## config.mk

```make
export PLATFORM = sky130hd
export DESIGN_NAME = uart_loader
export DESIGN_NICKNAME = d
export VERILOG_FILES = /design/src/rtl/uart_loader.sv
export SDC_FILE = /design/constraint.sdc
export NUM_CORES = 1
export LEC_CHECK = 0
export CORE_UTILIZATION = 44
export DETAILED_ROUTE_END_ITERATION = 10
export PLACE_DENSITY_LB_ADDON = 0.1
export SKIP_CTS_REPAIR_TIMING = 1
export SLEW_MARGIN = 20
export SYNTH_ARGS = -nofsm -noshare
export SYNTH_HDL_FRONTEND = slang
export SYNTH_SLANG_ARGS = --single-unit
```

## constraint.sdc

```tcl
create_clock -name clk -period 3.77 [get_ports clk]
set_input_delay 0.754 -clock clk [delete_from_list [all_inputs] [get_ports clk]]
set_output_delay 0.754 -clock clk [all_outputs]
set_load 0.01 [all_outputs]
```

## src/rtl/uart_loader.sv

```systemverilog
// rtl/uart_loader.sv - UART byte receiver feeding a packet FSM that issues single 32-bit bus writes.
// Optional trailing XOR check byte enabled by macro UART_LOADER_CHKSUM_EN.
module uart_loader #(
  parameter int BAUD_DIV = 434
) (
  input  logic        clk,
  input  logic        rst,
  input  logic        rx_i,
  output logic        mem_req_o,
  output logic        mem_we_o,
  output logic [31:0] mem_addr_o,
  output logic [31:0] mem_wdata_o,
  input  logic        mem_gnt_i,
  output logic        busy_o,
  output logic [15:0] pkt_cnt_o,
  output logic [7:0]  err_cnt_o
);

  localparam logic [15:0] BIT_LAST  = 16'(BAUD_DIV - 1);
  localparam logic [15:0] HALF_LAST = 16'(BAUD_DIV / 2 - 1);
  localparam logic [7:0]  SYNC_BYTE = 8'hA5;

  typedef enum logic [1:0] {RX_IDLE, RX_START, RX_DATA, RX_STOP} rx_state_e;

`ifdef UART_LOADER_CHKSUM_EN
  typedef enum logic [2:0] {P_SYNC, P_ADDR, P_DATA, P_CHK, P_WRITE} pkt_state_e;
`else
  typedef enum logic [2:0] {P_SYNC, P_ADDR, P_DATA, P_WRITE} pkt_state_e;
`endif

  rx_state_e  rx_state_q, rx_state_d;
  pkt_state_e pkt_state_q, pkt_state_d;

  logic        rx_meta_q, rx_meta_d;
  logic        rx_sync_q, rx_sync_d;
  logic        rx_prev_q, rx_prev_d;
  logic [15:0] baud_cnt_q, baud_cnt_d;
  logic [2:0]  bit_cnt_q, bit_cnt_d;
  logic [7:0]  shift_q, shift_d;
  logic        buf_valid_q, buf_valid_d;
  logic [7:0]  buf_data_q, buf_data_d;
  logic [1:0]  byte_cnt_q, byte_cnt_d;
  logic [31:0] addr_q, addr_d;
  logic [31:0] data_q, data_d;
  logic [15:0] pkt_cnt_q, pkt_cnt_d;
  logic [7:0]  err_cnt_q, err_cnt_d;
`ifdef UART_LOADER_CHKSUM_EN
  logic [7:0]  chk_q, chk_d;
`endif

  logic       byte_done;
  logic       frame_err;
  logic       overrun;
  logic       consume;
  logic       rx_err;
  logic       pkt_err;
  logic       wr_done;
  logic [1:0] err_inc;
  logic [8:0] err_sum;

  // Receiver: start edge, half-bit alignment, then one sample per bit period
  always_comb begin
    rx_meta_d  = rx_i;
    rx_sync_d  = rx_meta_q;
    rx_prev_d  = rx_sync_q;
    rx_state_d = rx_state_q;
    baud_cnt_d = baud_cnt_q + 16'd1;
    bit_cnt_d  = bit_cnt_q;
    shift_d    = shift_q;
    byte_done  = 1'b0;
    frame_err  = 1'b0;
    case (rx_state_q)
      RX_IDLE: begin
        baud_cnt_d = 16'd0;
        if (rx_prev_q && !rx_sync_q) begin
          rx_state_d = RX_START;
        end
      end
      RX_START: begin
        if (baud_cnt_q == HALF_LAST) begin
          baud_cnt_d = 16'd0;
          bit_cnt_d  = 3'd0;
          rx_state_d = rx_sync_q ? RX_IDLE : RX_DATA;
        end
      end
      RX_DATA: begin
        if (baud_cnt_q == BIT_LAST) begin
          baud_cnt_d = 16'd0;
          shift_d    = {rx_sync_q, shift_q[7:1]};
          bit_cnt_d  = bit_cnt_q + 3'd1;
          if (bit_cnt_q == 3'd7) begin
            rx_state_d = RX_STOP;
          end
        end
      end
      RX_STOP: begin
        if (baud_cnt_q == BIT_LAST) begin
          baud_cnt_d = 16'd0;
          rx_state_d = RX_IDLE;
          byte_done  = rx_sync_q;
          frame_err  = !rx_sync_q;
        end
      end
      default: rx_state_d = RX_IDLE;
    endcase
  end

  // A byte landing on an unconsumed buffer is an overrun and empties the buffer
  assign consume = buf_valid_q && (pkt_state_q != P_WRITE);
  assign overrun = byte_done && buf_valid_q && !consume;
  assign rx_err  = frame_err || overrun;

  always_comb begin
    buf_valid_d = buf_valid_q;
    buf_data_d  = buf_data_q;
    if (consume) begin
      buf_valid_d = 1'b0;
    end
    if (byte_done) begin
      if (overrun) begin
        buf_valid_d = 1'b0;
      end else begin
        buf_valid_d = 1'b1;
        buf_data_d  = shift_q;
      end
    end
  end

  always_comb begin
    pkt_state_d = pkt_state_q;
    byte_cnt_d  = byte_cnt_q;
    addr_d      = addr_q;
    data_d      = data_q;
`ifdef UART_LOADER_CHKSUM_EN
    chk_d       = chk_q;
`endif
    pkt_err     = 1'b0;
    wr_done     = 1'b0;
    case (pkt_state_q)
      P_SYNC: begin
        if (consume && (buf_data_q == SYNC_BYTE)) begin
          pkt_state_d = P_ADDR;
          byte_cnt_d  = 2'd0;
`ifdef UART_LOADER_CHKSUM_EN
          chk_d       = 8'd0;
`endif
        end
      end
      P_ADDR: begin
        if (consume) begin
          addr_d     = {buf_data_q, addr_q[31:8]};
          byte_cnt_d = byte_cnt_q + 2'd1;
`ifdef UART_LOADER_CHKSUM_EN
          chk_d      = chk_q ^ buf_data_q;
`endif
          if (byte_cnt_q == 2'd3) begin
            pkt_state_d = P_DATA;
          end
        end
      end
      P_DATA: begin
        if (consume) begin
          data_d     = {buf_data_q, data_q[31:8]};
          byte_cnt_d = byte_cnt_q + 2'd1;
`ifdef UART_LOADER_CHKSUM_EN
          chk_d      = chk_q ^ buf_data_q;
          if (byte_cnt_q == 2'd3) begin
            pkt_state_d = P_CHK;
          end
`else
          if (byte_cnt_q == 2'd3) begin
            if (addr_q[1:0] != 2'b00) begin
              pkt_err     = 1'b1;
              pkt_state_d = P_SYNC;
            end else begin
              pkt_state_d = P_WRITE;
            end
          end
`endif
        end
      end
`ifdef UART_LOADER_CHKSUM_EN
      P_CHK: begin
        if (consume) begin
          if ((buf_data_q != chk_q) || (addr_q[1:0] != 2'b00)) begin
            pkt_err     = 1'b1;
            pkt_state_d = P_SYNC;
          end else begin
            pkt_state_d = P_WRITE;
          end
        end
      end
`endif
      P_WRITE: begin
        if (mem_gnt_i) begin
          wr_done     = 1'b1;
          pkt_state_d = P_SYNC;
        end
      end
      default: pkt_state_d = P_SYNC;
    endcase
    if (rx_err) begin
      pkt_state_d = P_SYNC;
    end
  end

  // Receiver and packet errors in the same cycle each count
  assign err_inc = {1'b0, rx_err} + {1'b0, pkt_err};
  assign err_sum = {1'b0, err_cnt_q} + {7'd0, err_inc};

  always_comb begin
    pkt_cnt_d = pkt_cnt_q + {15'd0, wr_done};
    err_cnt_d = err_sum[8] ? 8'hFF : err_sum[7:0];
  end

  always_ff @(posedge clk) begin
    if (rst) begin
      rx_meta_q   <= 1'b1;
      rx_sync_q   <= 1'b1;
      rx_prev_q   <= 1'b1;
      rx_state_q  <= RX_IDLE;
      baud_cnt_q  <= 16'd0;
      bit_cnt_q   <= 3'd0;
      shift_q     <= 8'd0;
      buf_valid_q <= 1'b0;
      buf_data_q  <= 8'd0;
      pkt_state_q <= P_SYNC;
      byte_cnt_q  <= 2'd0;
      addr_q      <= 32'd0;
      data_q      <= 32'd0;
      pkt_cnt_q   <= 16'd0;
      err_cnt_q   <= 8'd0;
`ifdef UART_LOADER_CHKSUM_EN
      chk_q       <= 8'd0;
`endif
    end else begin
      rx_meta_q   <= rx_meta_d;
      rx_sync_q   <= rx_sync_d;
      rx_prev_q   <= rx_prev_d;
      rx_state_q  <= rx_state_d;
      baud_cnt_q  <= baud_cnt_d;
      bit_cnt_q   <= bit_cnt_d;
      shift_q     <= shift_d;
      buf_valid_q <= buf_valid_d;
      buf_data_q  <= buf_data_d;
      pkt_state_q <= pkt_state_d;
      byte_cnt_q  <= byte_cnt_d;
      addr_q      <= addr_d;
      data_q      <= data_d;
      pkt_cnt_q   <= pkt_cnt_d;
      err_cnt_q   <= err_cnt_d;
`ifdef UART_LOADER_CHKSUM_EN
      chk_q       <= chk_d;
`endif
    end
  end

  assign mem_req_o   = (pkt_state_q == P_WRITE);
  assign mem_we_o    = mem_req_o;
  assign mem_addr_o  = mem_req_o ? addr_q : 32'd0;
  assign mem_wdata_o = mem_req_o ? data_q : 32'd0;
  assign busy_o      = (pkt_state_q != P_SYNC);
  assign pkt_cnt_o   = pkt_cnt_q;
  assign err_cnt_o   = err_cnt_q;

endmodule
```

; Word-level counts from Yosys, hierarchy flattened
; Index checks and enable logic that the tools add are counted.
[word_totals]
register_bits = 134
word_cells = 112
[classes]
add_sub_neg = 6
eq_ne = 24
mux = 40
bitwise_logic = 1
n_reduce_logical = 26
[ops]
columns = cell, count
row1 = $mux W32, 2
row2 = $pmux W16 S3, 1
row3 = $mux W16, 2
row4 = $mux W3, 8
row5 = $ne A2 B2 Y1 const B, 10
row6 = $mux W2, 9
row7 = $add A16 B1 Y16, 1
row8 = $add A16 B1 Y16 const B, 1
row9 = $eq A16 B8 Y1 const B, 1
row10 = $eq A16 B9 Y1 const B, 1
row11 = $mux W1, 13
row12 = $pmux W3 S4, 1
row13 = $add A8 B2 Y9, 1
row14 = $eq A8 B8 Y1 const B, 1
row15 = $mux W8, 1
row16 = $pmux W2 S4, 1
row17 = $reduce_and A2 Y1, 4
row18 = $reduce_bool A2 Y1, 4
row19 = $eq A2 B2 Y1 const B, 3
row20 = $eq A3 B2 Y1 const B, 2
row21 = $pmux W3 S2, 1
row22 = $reduce_and A3 Y1, 2
row23 = $reduce_and A6 Y1, 1
row24 = $reduce_or A2 Y1, 3
row25 = other kinds (17), 23

; Longest topological paths before layout
; Gate-level depths: netlist of the first run.
[logic_depth]
word_depth = 9
depth_mapped = 11
ltp_nobuf = 11

; Least setup slack after synthesis of the first run
; OpenSTA, ideal clock, no wires.
[synth_timing]
kind = reg2reg
start = register pkt_state_q[0]
end = register err_cnt_q[0], in the netlist err_cnt_o[0]
arrival_ns = 2.608
slack_ns = 1.091
stages_incl_launch_ff = 12
path_buffers = 1
period_less_slack_ns = 2.679
path_cell_list = dfxtp_1 > ha_1 > nand2_1 > and2_1 > buf_1 > nor3_1 > fa_1 > ha_1 > inv_1 > nor2_1 > nand4_1 > a21oi_1
[synth_between]
elab_chain_len = 8
elab_cells_between_ends = 11
classes_between = 2 x add/sub / 2 x eq/ne / 3 x mux / 4 x reduce/logical
[synth_rtl]
columns = item, line
row1 = from (decl), 32  ; pkt_state_e pkt_state_q, pkt_state_d;
row2 = from (signal assigned), 246  ; pkt_state_q <= pkt_state_d;
row3 = $ne A3 B2 Y1, 109  ; assign consume = buf_valid_q && (pkt_state_q != P_WRITE);
row4 = $logic_and A1 B1 Y1, 109
row5 = $logic_not A1 Y1, 110  ; assign overrun = byte_done && buf_valid_q && !consume;
row6 = $logic_and A1 B1 Y1, 110
row7 = $logic_or A1 B1 Y1, 111  ; assign rx_err = frame_err || overrun;
row8 = $add A1 B1 Y2 *, 208  ; assign err_inc = {1'b0, rx_err} + {1'b0, pkt_err};
row9 = $add A8 B2 Y9 *, 209  ; assign err_sum = {1'b0, err_cnt_q} + {7'd0, err_inc};
row10 = $mux W8 *, 213  ; err_cnt_d = err_sum[8] ? 8'hFF : err_sum[7:0];
row11 = to (signal assigned), 251  ; err_cnt_q <= err_cnt_d;
row12 = to (decl), 46  ; logic [7:0] err_cnt_q, err_cnt_d;
; Every way passes the cells marked *; elsewhere a longest branch is shown, timed or not.
; A chain may end at the register's enable or synchronous reset.

; Worst setup path after layout of the first run
[layout_timing]
start = register pkt_state_q[1]
end = output mem_addr_o[8]
[layout_between]
elab_chain_len = 2
[layout_rtl]
columns = item, line
row1 = $eq A3 B2 Y1, 258  ; assign mem_req_o = (pkt_state_q == P_WRITE);
row2 = $mux W32, 260  ; assign mem_addr_o = mem_req_o ? addr_q : 32'd0;
row3 = to (decl), 11  ; output logic [31:0] mem_addr_o,
; Every way passes these cells.

==> results.json, run 1 <==
{
  "syn2layout_area_growth_pct": 29.21,
  "pin_count": 95,
  "dp_cells": 953,
  "synth_area_mm2": 0.005988,
  "grt_pass1_wl_um": 23290,
  "tightest_slew_ps": 965.0,
  "start_util_pct": 45.22,
  "seq_area_mm2": 0.002663,
  "rows": 42,
  "numCtsBuffers": 17,
  "peakVddDrop_uv": 236.9,
  "drtAntennaViolNets": 0,
  "min-delay-start": "rx_meta_q",
  "first_iter_violations": 280,
  "syn_inst": 725,
  "wl_um": 13760,
  "grtUsageTotal_pct": 20.46,
  "hp-class": "reg -> reg",
  "arrival_ps": 2300,
  "core_area_mm2": 0.01324,
  "clkSinkCount": 133,
  "drc": 0,
  "async_reset_ff_share_pct": 0,
  "synth_top_flop_cell": "dfxtp_1",
  "rsz0062_at_grt": "false",
  "finalCritPeriodShare_pct": 80.95,
  "final_common_cell": "nand2_1",
  "antenna_cells": 0,
  "grt_max_degree": 96,
  "drv_cap": 0,
  "die_y_um": 118.7,
  "htree_levels": 4,
  "port_buffers": 94,
  "grt_overflow": 0,
  "synth-seq-cells": 133,
  "die_x_um": 118.7,
  "cpPeakStageDelay_ps": 540,
  "drive_gt1_share_pct": 7.417,
  "avgSynthCellArea_um2": 8.260,
  "critPathKind": "reg -> out",
  "path_buf_inv": 2,
  "post_layout_nonfiller_instances": 985,
  "yosysWarnings": 0,
  "r2r_start": "baud_cnt_q[2]",
  "fin_nets": 815,
  "critPathTopFamily": "buffers and inverters",
  "startpoint_type": "flop",
  "setup.worst_path.end_class": "output port",
  "yosysSeqAreaShare_pct": 44.46,
  "yosysUniqueCellTypes": 54,
  "cts_tree": "built",
  "synth_edf_count": 0,
  "cp-startpoint": "pkt_state_q[1]",
  "clockBufferDepth": 2,
  "fin_worst_skew_ps": 6.594,
  "hold_violations": 0,
  "cellPowerDensity_mw_per_mm2": 456.9,
  "relSlewSlack_pct": 35.67,
  "post-route-util_pct": 58.43,
  "setup_viol": 0,
  "max_freq_mhz": 327.7,
  "vias": 5104,
  "cp_cell_sequence": "ha_2 > buf_4 > and2_1 > clkdlybuf4s50_1",
  "layout_common_cells": "nand2_1, dfxtp_1, a21oi_1, clkdlybuf4s50_1, and2_1",
  "avgRoutedWirePerCell_um": 13.97,
  "synth.net_count": 744,
  "worstPathMaxFanout": 71,
  "drt-pass1-iter-count": 4,
  "root_buffer": "clkbuf_16",
  "cts.clk_slew.worst_paths_ps": 50,
  "first_global_vias": 4774,
  "antenna_found_initial": 0,
  "fillers": 1207,
  "multiInputGateArea_mm2": 0.003059,
  "post-route-min-period_ps": 3052,
  "die-area_mm2": 0.01408,
  "gp_congestion": 0.7820,
  "status": "complete, no violations",
  "p_leak_nw": 2.673,
  "maxSlewViolCount": 0,
  "slowest_stage": "clkdlybuf4s50_1",
  "worstPathRequired_ps": 3020,
  "dp_hpwl_um": 9086,
  "clock_latency_ps": 420,
  "drt-vias-per-instance": 5.182,
  "tns_ps": 0
}
logic make-up after synthesis:
logic type / Yosys count / share of synthesized area [%]
simple gates: 345 / 30.00
xor+xnor: 26 / 3.803
fa+ha+maj: 15 / 3.260
mux: 2 / 0.3343
buf+inv: 63 / 4.492
flops: 133 / 44.46
compound gates: 141 / 13.64
through the flow:
step / worst slack [ps] / total power [W] / hold slack, ps / area, um^2
final: 718.3 / 0.003535 / 423.5 / 7737
after CTS: 698.9 / 0.003565 / 419.6 / 7737
after global routing: 417.7 / 0.003641 / 437.0 / 7737
after detailed placement: 779.0 / 0.001486 / 404.0 / 6985
after floorplan: 1091 / 0.001476 / 389.5 / 5988
after global placement: 883.3 / 0.001485 / 392.5 / 6985
per-layer routing:
layer | routed length (um) | vias up | GRT usage, %
met4 | 277 | 0 | 8.703
met5 | 0 | - | 0
met2 | 6444 | 109 | 32.24
met1 | 6534 | 2364 | 26.94
li1 | - | 2610 | -
met3 | 507 | 21 | 4.440
final timing paths:
kind / to / cells past startpoint / slack [ps]
worst max register to register: err_cnt_o[0] / 9 / 760
worst max-delay path: mem_addr_o[8] / 4 / 720
worst min register to register: rx_prev_d / 1 / 420
worst min-delay path: rx_prev_d / 1 / 420
report_power, final:
| group | switching [W] | total (W) | leakage, nW | internal [W] |
|---|---|---|---|---|
| clock | 0.000605 | 0.00208 | 0.359 | 0.00148 |
| sequential | 0.00000524 | 0.00141 | 1.07 | 0.00141 |
| combinational | 0.0000333 | 0.0000419 | 1.24 | 0.00000860 |
| total | 0.000643 | 0.00354 | 2.67 | 0.00289 |
state kept, by name, summed over array words and instances (netlist names), 2 cells and up, named ones only:
name         count
pkt_cnt_o       16
pkt_state_q      2
data_q          32
addr_q          32
baud_cnt_q      16
buf_data_q       8
err_cnt_o        8
shift_q          8
bit_cnt_q        3
byte_cnt_q       2
worst register-to-register path: stages, from the launching register on:
cell     delay [ps]
dfxtp_1         380
nor4_4          450
nand4_2         350
nor3_1          450
fa_1            300
ha_1            210
inv_1            50
nor2_1          240
nand4_1         290
a21oi_1         220
cells in the mapped netlist (all sizes together) (9+ instances only):
cell	number	area, um^2
a21oi	94	470.5
and2	68	425.4
buf	15	87.58
clkbuf	34	128.9
dfxtp	133	2663
ha	14	175.2
inv	14	52.55
nand2	148	563.0
nand3	22	110.1
nand4	23	156.4
nor2	17	63.81
nor3	22	110.1
o21ai	20	100.1
o31ai	9	67.56
xnor2	15	131.4
xor2	11	96.34
cell type report:
cell class	instances	area share (%)
flip-flops and latches	133	34.41
multi-input cells	529	39.54
well taps	176	2.846
clock buffers	19	5.854
repair buffers	101	12.81
clock inverters	13	3.865
inverters	14	0.6792
Power figures use the tool's default switching activity.
==> inputs of run 2 (changes only) <==
Clock period 3.77 ns to 2.55 ns, I/O delays scaled along.
==> results.json, run 2 (synthesized netlist as in run 1, its figures left out) <==
{
  "status": "complete, no violations",
  "drt-vias-per-instance": 5.208,
  "pwr-share-clk_pct": 52.0,
  "drc": 0,
  "hold_violations": 0,
  "pin_count": 95,
  "gp_congestion": 0.8463,
  "clock_latency_ps": 410,
  "numCtsBuffers": 17,
  "start_util_pct": 45.22,
  "first_global_vias": 4980,
  "grt_overflow": 0,
  "top_regs": "addr_q x32, data_q x32",
  "worstPathMaxFanout": 22,
  "drv_cap": 0,
  "die_x_um": 118.7,
  "fin_area_mm2": 0.007746,
  "startpoint_type": "flop",
  "combPwrFrac_pct": 1.7,
  "setup.worst_path.end_class": "output port",
  "die_y_um": 118.7,
  "grt_max_degree": 74,
  "critPathKind": "reg -> out",
  "clkSinkCount": 133,
  "post-route-min-period_ps": 2419,
  "cts.clk_slew.worst_paths_ps": 60,
  "hp-class": "reg -> reg",
  "wl_um": 13890,
  "die-area_mm2": 0.01408,
  "tightest_slew_ps": 774.0,
  "rows": 42,
  "fillers": 1228,
  "grtUsageTotal_pct": 20.48,
  "fin_worst_skew_ps": 7.513,
  "swShare_pct": 20.46,
  "switchingPower_w": 0.0009204,
  "grt_pass1_wl_um": 23490,
  "root_buffer": "clkbuf_16",
  "syn2layout_area_growth_pct": 29.36,
  "vias": 5234,
  "post_layout_nonfiller_instances": 1005,
  "peakVddDrop_uv": 311.9,
  "seqPwrFrac_pct": 46.3,
  "drtAntennaViolNets": 0,
  "fin_hold_ws_ps": 407.1,
  "antenna_found_initial": 0,
  "cts_tree": "built",
  "dp_hpwl_um": 9459,
  "htree_levels": 4,
  "finalCritPeriodShare_pct": 94.85,
  "avgRoutedWirePerCell_um": 13.82,
  "arrival_ps": 1910,
  "first_iter_violations": 411,
  "relSlewSlack_pct": 48.40,
  "placed_area_mm2": 0.007126,
  "cellPowerDensity_mw_per_mm2": 580.7,
  "setup_viol": 0,
  "antenna_cells": 0,
  "max_freq_mhz": 413.5,
  "p_leak_nw": 2.704,
  "dp_cells": 971,
  "internal_power_w": 0.003578,
  "worstPathRequired_ps": 2040,
  "fin_nets": 835,
  "layout_common_cells": "nand2_1, dfxtp_1, a21oi_1, clkdlybuf4s50_1, and2_1",
  "final_common_cell": "nand2_1",
  "core_area_mm2": 0.01324,
  "port_buffers": 94,
  "clockBufferDepth": 2,
  "drt-pass1-iter-count": 4,
  "maxSlewViolCount": 0,
  "drive_gt1_share_pct": 10.01
}
==> run 2: final cells by class <==
class                   instances  area [um^2]  area share, %
clock buffers                  22        464.2          5.993
clock inverters                10        105.1          1.357
inverters                      14        52.55         0.6784
multi-input cells             529         3087          39.85
flip-flops and latches        133         2664          34.39
well taps                     176        220.2          2.843
repair buffers                121         1154          14.89
==> run 2: through the flow <==
stage / total power [W] / setup slack (ps) / TNS (ps) / util, %
global placement: 0.002202 / 143.6 / 0 / 53.81
detailed placement: 0.002204 / -7.805 / -11.34 / 53.81
global route: 0.004641 / -50.36 / -230.0 / 58.49
floorplan: 0.002182 / 28.12 / 0 / -
CTS: 0.004539 / -50.33 / -723.3 / 58.11
finish: 0.004498 / 131.4 / 0 / 58.49
==> run 2: metal layers <==
metal	global-route usage (%)	wire (um)	up-vias
met5	0	0	-
met4	9.098	210	0
met3	4.826	556	18
met2	33.33	6721	112
met1	25.70	6399	2448
li1	-	-	2656
==> run 2: worst paths after layout <==
| kind | from | to | slack [ps] | depth (start not counted) |
|---|---|---|---|---|
| worst max register to register | baud_cnt_q[1] | err_cnt_o[0] | 180 | 12 |
| worst min-delay path | rx_meta_q | rx_prev_d | 410 | 1 |
| worst min register to register | rx_meta_q | rx_prev_d | 410 | 1 |
| worst max-delay path | pkt_state_q[0] | mem_addr_o[17] | 130 | 4 |
==> run 2: power groups by stage <==
stage	sequential (W)	combinational (W)	clock, W
2_1_floorplan	0.00213	0.0000525	0
3_3_place_gp	0.00213	0.0000736	0
3_5_place_dp	0.00213	0.0000754	0
4_1_cts	0.00208	0.0000755	0.00238
5_1_grt	0.00208	0.0000831	0.00247
6_report	0.00208	0.0000754	0.00234
==> run 2: worst max-delay path: stages (launching register included) <==
cell	delay, ps
dfxtp_1	330
ha_2	230
buf_4	230
and2_1	170
clkdlybuf4s50_1	530
